===== src/rtl/leg_pkg.sv =====
// Shared constants for the LEG core: default PC width, CALL/RET opcodes and
// the call-stack operation decode used by leg_call_stack.
package leg_pkg;

    localparam int LEG_ADDR_WIDTH = 8;

    // Opcodes the core decoder turns into call/ret strobes.
    localparam logic [3:0] LEG_OPC_CALL = 4'hE;
    localparam logic [3:0] LEG_OPC_RET  = 4'hF;

    typedef enum logic [2:0] {
        STK_IDLE,
        STK_PUSH,
        STK_POP,
        STK_SWAP,
        STK_OVF,
        STK_UNF
    } stk_op_e;

    // A simultaneous call+ret on an empty stack is a plain push (never an
    // underflow); on a non-empty stack it replaces the top (tail call).
    function automatic stk_op_e stk_decode(input logic call, input logic ret,
                                           input logic empty, input logic full);
        if (call && ret) return empty ? STK_PUSH : STK_SWAP;
        if (call)        return full  ? STK_OVF  : STK_PUSH;
        if (ret)         return empty ? STK_UNF  : STK_POP;
        return STK_IDLE;
    endfunction

endpackage


===== src/rtl/leg_stack_ram.sv =====
// Return-address storage: DEPTH x ADDR_WIDTH, synchronous write, asynchronous
// read so the top entry feeds the PC mux with zero latency.
module leg_stack_ram #(
    parameter int ADDR_WIDTH = 8,
    parameter int DEPTH      = 16
) (
    input  logic                     clk,
    input  logic                     we,
    input  logic [$clog2(DEPTH)-1:0] waddr,
    input  logic [ADDR_WIDTH-1:0]    wdata,
    input  logic [$clog2(DEPTH)-1:0] raddr,
    output logic [ADDR_WIDTH-1:0]    rdata
);

    logic [ADDR_WIDTH-1:0] mem [DEPTH];

    // NOTE: storage is deliberately not reset; validity is tracked by the
    // pointer/count in the parent, so stale contents are never observed.
    always_ff @(posedge clk) begin
        if (we) mem[waddr] <= wdata;
    end

    assign rdata = mem[raddr];

endmodule


===== src/rtl/leg_call_stack.sv =====
// Hardware return-address stack with sticky overflow/underflow flags.
// Define LEG_CALL_STACK_WRAP_EN to overwrite the oldest entry on overflow.
module leg_call_stack
    import leg_pkg::*;
#(
    parameter int ADDR_WIDTH = LEG_ADDR_WIDTH,
    parameter int DEPTH      = 16
) (
    input  logic                   clk,
    input  logic                   rst,
    input  logic                   call,
    input  logic [ADDR_WIDTH-1:0]  call_addr,
    input  logic                   ret,
    input  logic                   clr_err,
    output logic [ADDR_WIDTH-1:0]  ret_addr,
    output logic [$clog2(DEPTH):0] count,
    output logic                   full,
    output logic                   empty,
    output logic                   ovf_err,
    output logic                   unf_err
);

    localparam int PW = $clog2(DEPTH);
    localparam int CW = PW + 1;

    logic [PW-1:0]         sp;
    logic [PW-1:0]         top;
    logic [PW-1:0]         wr_ptr;
    logic                  wr_en;
    logic [ADDR_WIDTH-1:0] rd_data;
    stk_op_e               op;

    // DEPTH is a power of two, so plain PW-bit arithmetic wraps the pointer.
    assign top   = sp - PW'(1);
    assign empty = (count == '0);
    assign full  = (count == CW'(DEPTH));
    assign op    = stk_decode(call, ret, empty, full);

    // NOTE: every combinational output gets a default first so no latch is inferred.
    always_comb begin
        wr_en  = 1'b0;
        wr_ptr = sp;
        case (op)
            STK_PUSH: wr_en = 1'b1;
            STK_SWAP: begin
                wr_en  = 1'b1;
                wr_ptr = top;
            end
`ifdef LEG_CALL_STACK_WRAP_EN
            STK_OVF:  wr_en = 1'b1;
`endif
            default:  ;
        endcase
        if (rst) wr_en = 1'b0;
    end

    // NOTE: sequential state uses non-blocking assignments only.
    always_ff @(posedge clk) begin
        if (rst) begin
            sp      <= '0;
            count   <= '0;
            ovf_err <= 1'b0;
            unf_err <= 1'b0;
        end else begin
            case (op)
                STK_PUSH: begin
                    sp    <= sp + PW'(1);
                    count <= count + CW'(1);
                end
                STK_POP: begin
                    sp    <= top;
                    count <= count - CW'(1);
                end
`ifdef LEG_CALL_STACK_WRAP_EN
                STK_OVF:  sp <= sp + PW'(1);
`endif
                default:  ;
            endcase
            // A new error in the same cycle as clr_err keeps the flag set.
            ovf_err <= (op == STK_OVF) | (ovf_err & ~clr_err);
            unf_err <= (op == STK_UNF) | (unf_err & ~clr_err);
        end
    end

    leg_stack_ram #(
        .ADDR_WIDTH(ADDR_WIDTH),
        .DEPTH     (DEPTH)
    ) u_ram (
        .clk  (clk),
        .we   (wr_en),
        .waddr(wr_ptr),
        .wdata(call_addr),
        .raddr(top),
        .rdata(rd_data)
    );

    assign ret_addr = empty ? '0 : rd_data;

endmodule

===== config.mk =====
export PLATFORM = sky130hd
export DESIGN_NAME = leg_call_stack
export DESIGN_NICKNAME = d
export VERILOG_FILES = /design/src/rtl/leg_pkg.sv /design/src/rtl/leg_stack_ram.sv /design/src/rtl/leg_call_stack.sv
export SDC_FILE = /design/constraint.sdc
export NUM_CORES = 1
export LEC_CHECK = 0
export CAP_MARGIN = 20
export CELL_PAD_IN_SITES_DETAIL_PLACEMENT = 0
export CELL_PAD_IN_SITES_GLOBAL_PLACEMENT = 1
export CORE_ASPECT_RATIO = 2
export CORE_MARGIN = 8
export CORE_UTILIZATION = 35
export DETAILED_ROUTE_END_ITERATION = 7
export PLACE_DENSITY = 0.62
export SYNTH_ARGS = -nofsm -noshare
export SYNTH_HDL_FRONTEND = slang
export SYNTH_SLANG_ARGS = --single-unit

===== constraint.sdc =====
create_clock -name clk -period 4.25 [get_ports clk]
set_input_delay 0.85 -clock clk [delete_from_list [all_inputs] [get_ports clk]]
set_output_delay 0.85 -clock clk [all_outputs]
set_load 0.05 [all_outputs]

# Word-level counts from Yosys, hierarchy flattened
# Memories as Yosys holds them, arrays and structs flattened.
# Index checks and enable logic that the tools add are counted.
# totals
in_bits,13
out_inout_bits,17
latchBits,0
romBits,0
regBits,11
memories,1
ramBits,128
# classes
n_shift,0
eq_ne,6
order_cmp,0
multipliers,0
n_addsub,4
bitwise_logic,5
n_reduce_logical,4
div_mod_pow,0
muxes,23
# memory_table
memory,words,word_bits,read_ports,rd_clocked_by_memory_dff,write_ports,line_no,text
u_ram.mem,16,8,1,0,1,leg_stack_ram.sv:15,logic [ADDR_WIDTH-1:0] mem [DEPTH];
# op_table
cell,count
$mux W3,8
$mux W1,10
$pmux W5 S2,1
$mux W8,1
$pmux W4 S2,1
$eq A3 B2 Y1 const B,2
$eq A3 B3 Y1 const B,2
$add A5 B1 Y5 const B,1
$eq A5 B5 Y1 const B,1
$logic_not A5 Y1,1
$sub A5 B1 Y5 const B,1
$add A4 B1 Y4 const B,1
$mux W4,1
$sub A4 B1 Y4 const B,1
$eq A3 B1 Y1 const B,1
$and A1 B1 Y1,2
$mux W2,1
$or A1 B1 Y1,2
$reduce_bool A2 Y1,1
$reduce_or A2 Y1,1
$logic_and A1 B1 Y1,1
$not A1 Y1,1

# Longest topological paths before layout
# depth
ltp_word,14
depth_mapped,10
ltp_nobuf,8

# Hierarchy
# From an unflattened synthesis, not the netlist that was laid out.
# hier_totals
hier_cells,318
area_unflattened_um2,5798.1
# modules_own_cells
mod,n_inst,cells_each,area_per_inst_um2
leg_stack_ram,1,221,4987.3
leg_call_stack,1,97,810.8

# Least setup slack after synthesis
# No wires, ideal clock.
# synth_path
path_type,register -> output
start,register sp[0]
end,output ret_addr[0]
stages_incl_launch_ff,10
path_buffers,3
arrival_time_ns,2.655
path_slack_ns,0.745
required_time_ns,3.400
path_cell_list,dfxtp_1 -> buf_2 -> inv_1 -> ha_1 -> clkbuf_1 -> clkbuf_1 -> mux4_2 -> mux2i_1 -> nor3_1 -> a41o_1
# synth_via
elab_chain_len,3
# synth_lines
item,line_no,text
"start, declared",leg_call_stack.sv:26,logic [PW-1:0] sp;
"start signal, assigned",leg_call_stack.sv:67,sp <= sp + PW'(1);
"start signal, assigned",leg_call_stack.sv:71,sp <= top;
$sub A4 B1 Y4,leg_call_stack.sv:34,assign top = sp - PW'(1);
$mem_v2 Z16 W8,n/a,
$mux W8,leg_call_stack.sv:97,assign ret_addr = empty ? '0 : rd_data;
"end, declared",leg_call_stack.sv:15,"output logic [ADDR_WIDTH-1:0] ret_addr,"
# No other way between the ends.

# Final worst setup path
# layout_path
start,register sp[0]
end,output ret_addr[6]
# Same word-level chain as after synthesis.

==> results.cfg <==
[power_and_ir_drop]
p_total_mw = 5.94
max-vdd-ir-drop_mv = 0.390
p_leak_nw = 2.53
power_density_nw_per_um2 = 813

[grt]
grt_pass1_vias = 3641
grt_util_met2_pct = 23.0
grt_antenna_before_repair = 0
grt_pass1_wl_um = 21900
grt_overflow = 0
grt_usage_pct = 13.6
met3_usage_pct = 3.01
grt_max_degree = 36
busiest_layer = met2
met1_usage_pct = 16.4

[routing]
drt-wirelength-per-cell_um = 21.2
wl_um = 14200
viasPerCell = 5.37
ant_nets = 0
drtPass1Iterations = 6
drt_iter0_drc = 202
dr_total_vias = 3590
drc_errors = 0

[synth]
ys.flop_type = edfxtp_1
synthCells = 394
synth_seq_cells = 139
synth-warning-count = 0
ys_top_cells_by_count = edfxtp_1 (128), nor3_1 (36), mux2i_1 (31)
ys_types = 53
synth_top_area_share_pct = 63.7
syn_nets = 411
synth_area_um2 = 6040
synth_edf_count = 128
yosysTopAreaCell = edfxtp_1
synth.area.top_cells = edfxtp_1 (64%), mux4_2 (5.6%), mux2i_1 (5.1%)
avgSynthCellArea_um2 = 15.3
synth_most_common_cell = edfxtp_1
synth_async_sr_flop_share_pct = 0
yosysSeqAreaShare_pct = 67.3

[sta]
slew_violations = 0
setup_violations = 0
worst_pin_slew_ns = 0.837
rsz0062_at_grt = no
min_period_ns = 3.91
setup_ws_ns = 0.341
fin_crit_sh_pct = 92.0
fin_skew_ns = 0.00771
setup_tns_ns = 0
final_hold_viol_count = 0
hold_slack_ns = 0.473
slew_headroom_pct = 44.1
max_freq_mhz = 256

[place]
gp_congestion = 0.784
dpl_cell_area_um2 = 6700
dp_slack_ns = 0.613
detailed_place_hpwl_um = 9250
numPortBuffers = 29
dp.cells = 637

[clock_tree]
post-cts-setup-buffers = 0
cts_tree = done
htreeDepth = 4
clkSlewWorstSetupHoldPaths_ns = 0.07
cts_buffers = 17
ctsHoldBuffers = 0
cts_root_buf = clkbuf_16
ctsLongestPathBuffers = 2
clk_latency_ns = 0.42
postCtsResizedCells = 0
cts.sinks = 139

[final_layout]
fin_cells = 669
fin_util_pct = 42.7
num_antenna_cells = 0
drive_above_1_share_pct = 21.4
register_area_um2 = 4060
area_delta_synth_final_pct = 21.0
stdcell_area_um2 = 7300
nFillCells = 1534
multi_input_area_um2 = 1860
fin_nets = 463

[floorplan]
ios = 30
die_w_um = 109
core_area_um2 = 17100
die_y_um = 202
design.die.area_um2 = 22000
num_rows = 68
start_util_pct = 35.3

[worst_setup_path]
path_cells = inv_1 -> ha_1 -> xnor2_2 -> mux4_2 -> nor3_1 -> a21o_1 -> buf_12
reg2reg_from = sp[0]$_SDFFE_PP0P_
worstSetupStartpointType = register
critPathMaxStageDelay_ns = 0.59
critPathMaxFanout = 13
critical_path_depth = 7
cp-end-kind = primary output
crit_required_ns = 3.40
critPathBufInv = 2
cp.arrival_ns = 3.06
crit_family = flip-flops
critPathKind = reg2out
r2r_end = u_ram.mem[11][4]$_DFFE_PP_
r2r_setup_slack_ns = 1.17
reg2reg_depth = 7
cpMaxStageDelayCell = dfxtp_1

[hold_path]
min_path_type = reg2reg
hp-start = ovf_err$_SDFF_PP0_
hold-path-cell-count = 2
hold_end = ovf_err$_SDFF_PP0_

[run_status]
status = completed

[run]
max-cap-violations = 0
worst max-delay path by stage:
stage                        from               endpoint  slack [ns]
4_1_cts        sp[0]$_SDFFE_PP0P_            ret_addr[6]        0.31
2_1_floorplan  sp[0]$_SDFFE_PP0P_            ret_addr[0]        0.74
6_report       sp[0]$_SDFFE_PP0P_            ret_addr[6]        0.34
3_5_place_dp                  ret  count[2]$_SDFFE_PP0P_        0.61
3_3_place_gp                  ret  count[2]$_SDFFE_PP0P_        0.61
5_1_grt        sp[0]$_SDFFE_PP0P_            ret_addr[1]        0.12
state kept, by name (all words and copies together), names as in the netlist:
register,flops
count,5
ovf_err,1
u_ram.mem,128
unf_err,1
sp,4
cells by family after synthesis:
family / after synthesis / synth area share [%]
xor+xnor: 6 / 1.12
simple gates: 121 / 10.2
mux: 51 / 11.7
fa+ha+maj: 4 / 0.829
buf+inv: 27 / 2.11
flops: 139 / 67.3
compound gates: 46 / 6.76
where the power goes:
group | leakage, nW | internal [mW] | switching (mW) | total (mW)
sequential | 1.24 | 1.60 | 0.0971 | 1.70
combinational | 0.988 | 1.01 | 1.72 | 2.74
clock | 0.295 | 0.886 | 0.613 | 1.50
total | 2.53 | 3.50 | 2.43 | 5.94
area by class of cell:
class | count | share of cell area (%)
clock inverters | 15 | 2.42
flip-flops and latches | 139 | 55.7
well taps | 210 | 3.60
clock buffers | 17 | 5.83
repair buffers | 55 | 6.72
inverters | 5 | 0.257
multi-input cells | 228 | 25.5
metal layers:
metal	vias up	routed length, um	part of all wire [%]
met5	-	0	0
met1	1816	5890	41
met3	16	550	3.9
met2	85	7560	53
li1	1673	-	-
met4	0	193	1.4
cell usage in the layout (no fill, tap or decap), drive strengths merged, types with 2 or more instances in the layout:
cell             n
dfxtp           11
a311oi           2
a2111oi          2
nand3b           3
ha               4
nor3b            4
nor2            12
o21ai            3
a32oi            3
bufinv           2
edfxtp         128
clkbuf          17
xor2             2
a31oi            2
a41o             7
xnor2            4
mux2i           31
inv             13
nand2b           2
and2             2
mux4            15
o211ai           2
nand2           30
clkdlybuf4s50   21
nand3           15
or4              3
nor3            36
a21oi            9
nor2b            6
nor4             4
buf             34
a22oi            8
mux2             5
clkinv           4
tightest hold or removal path: stages (launching register included):
cell      delay, ns
dfxtp_1        0.31
nand2b_1       0.07
a21oi_1        0.05
(Power assumes the default switching activity.)
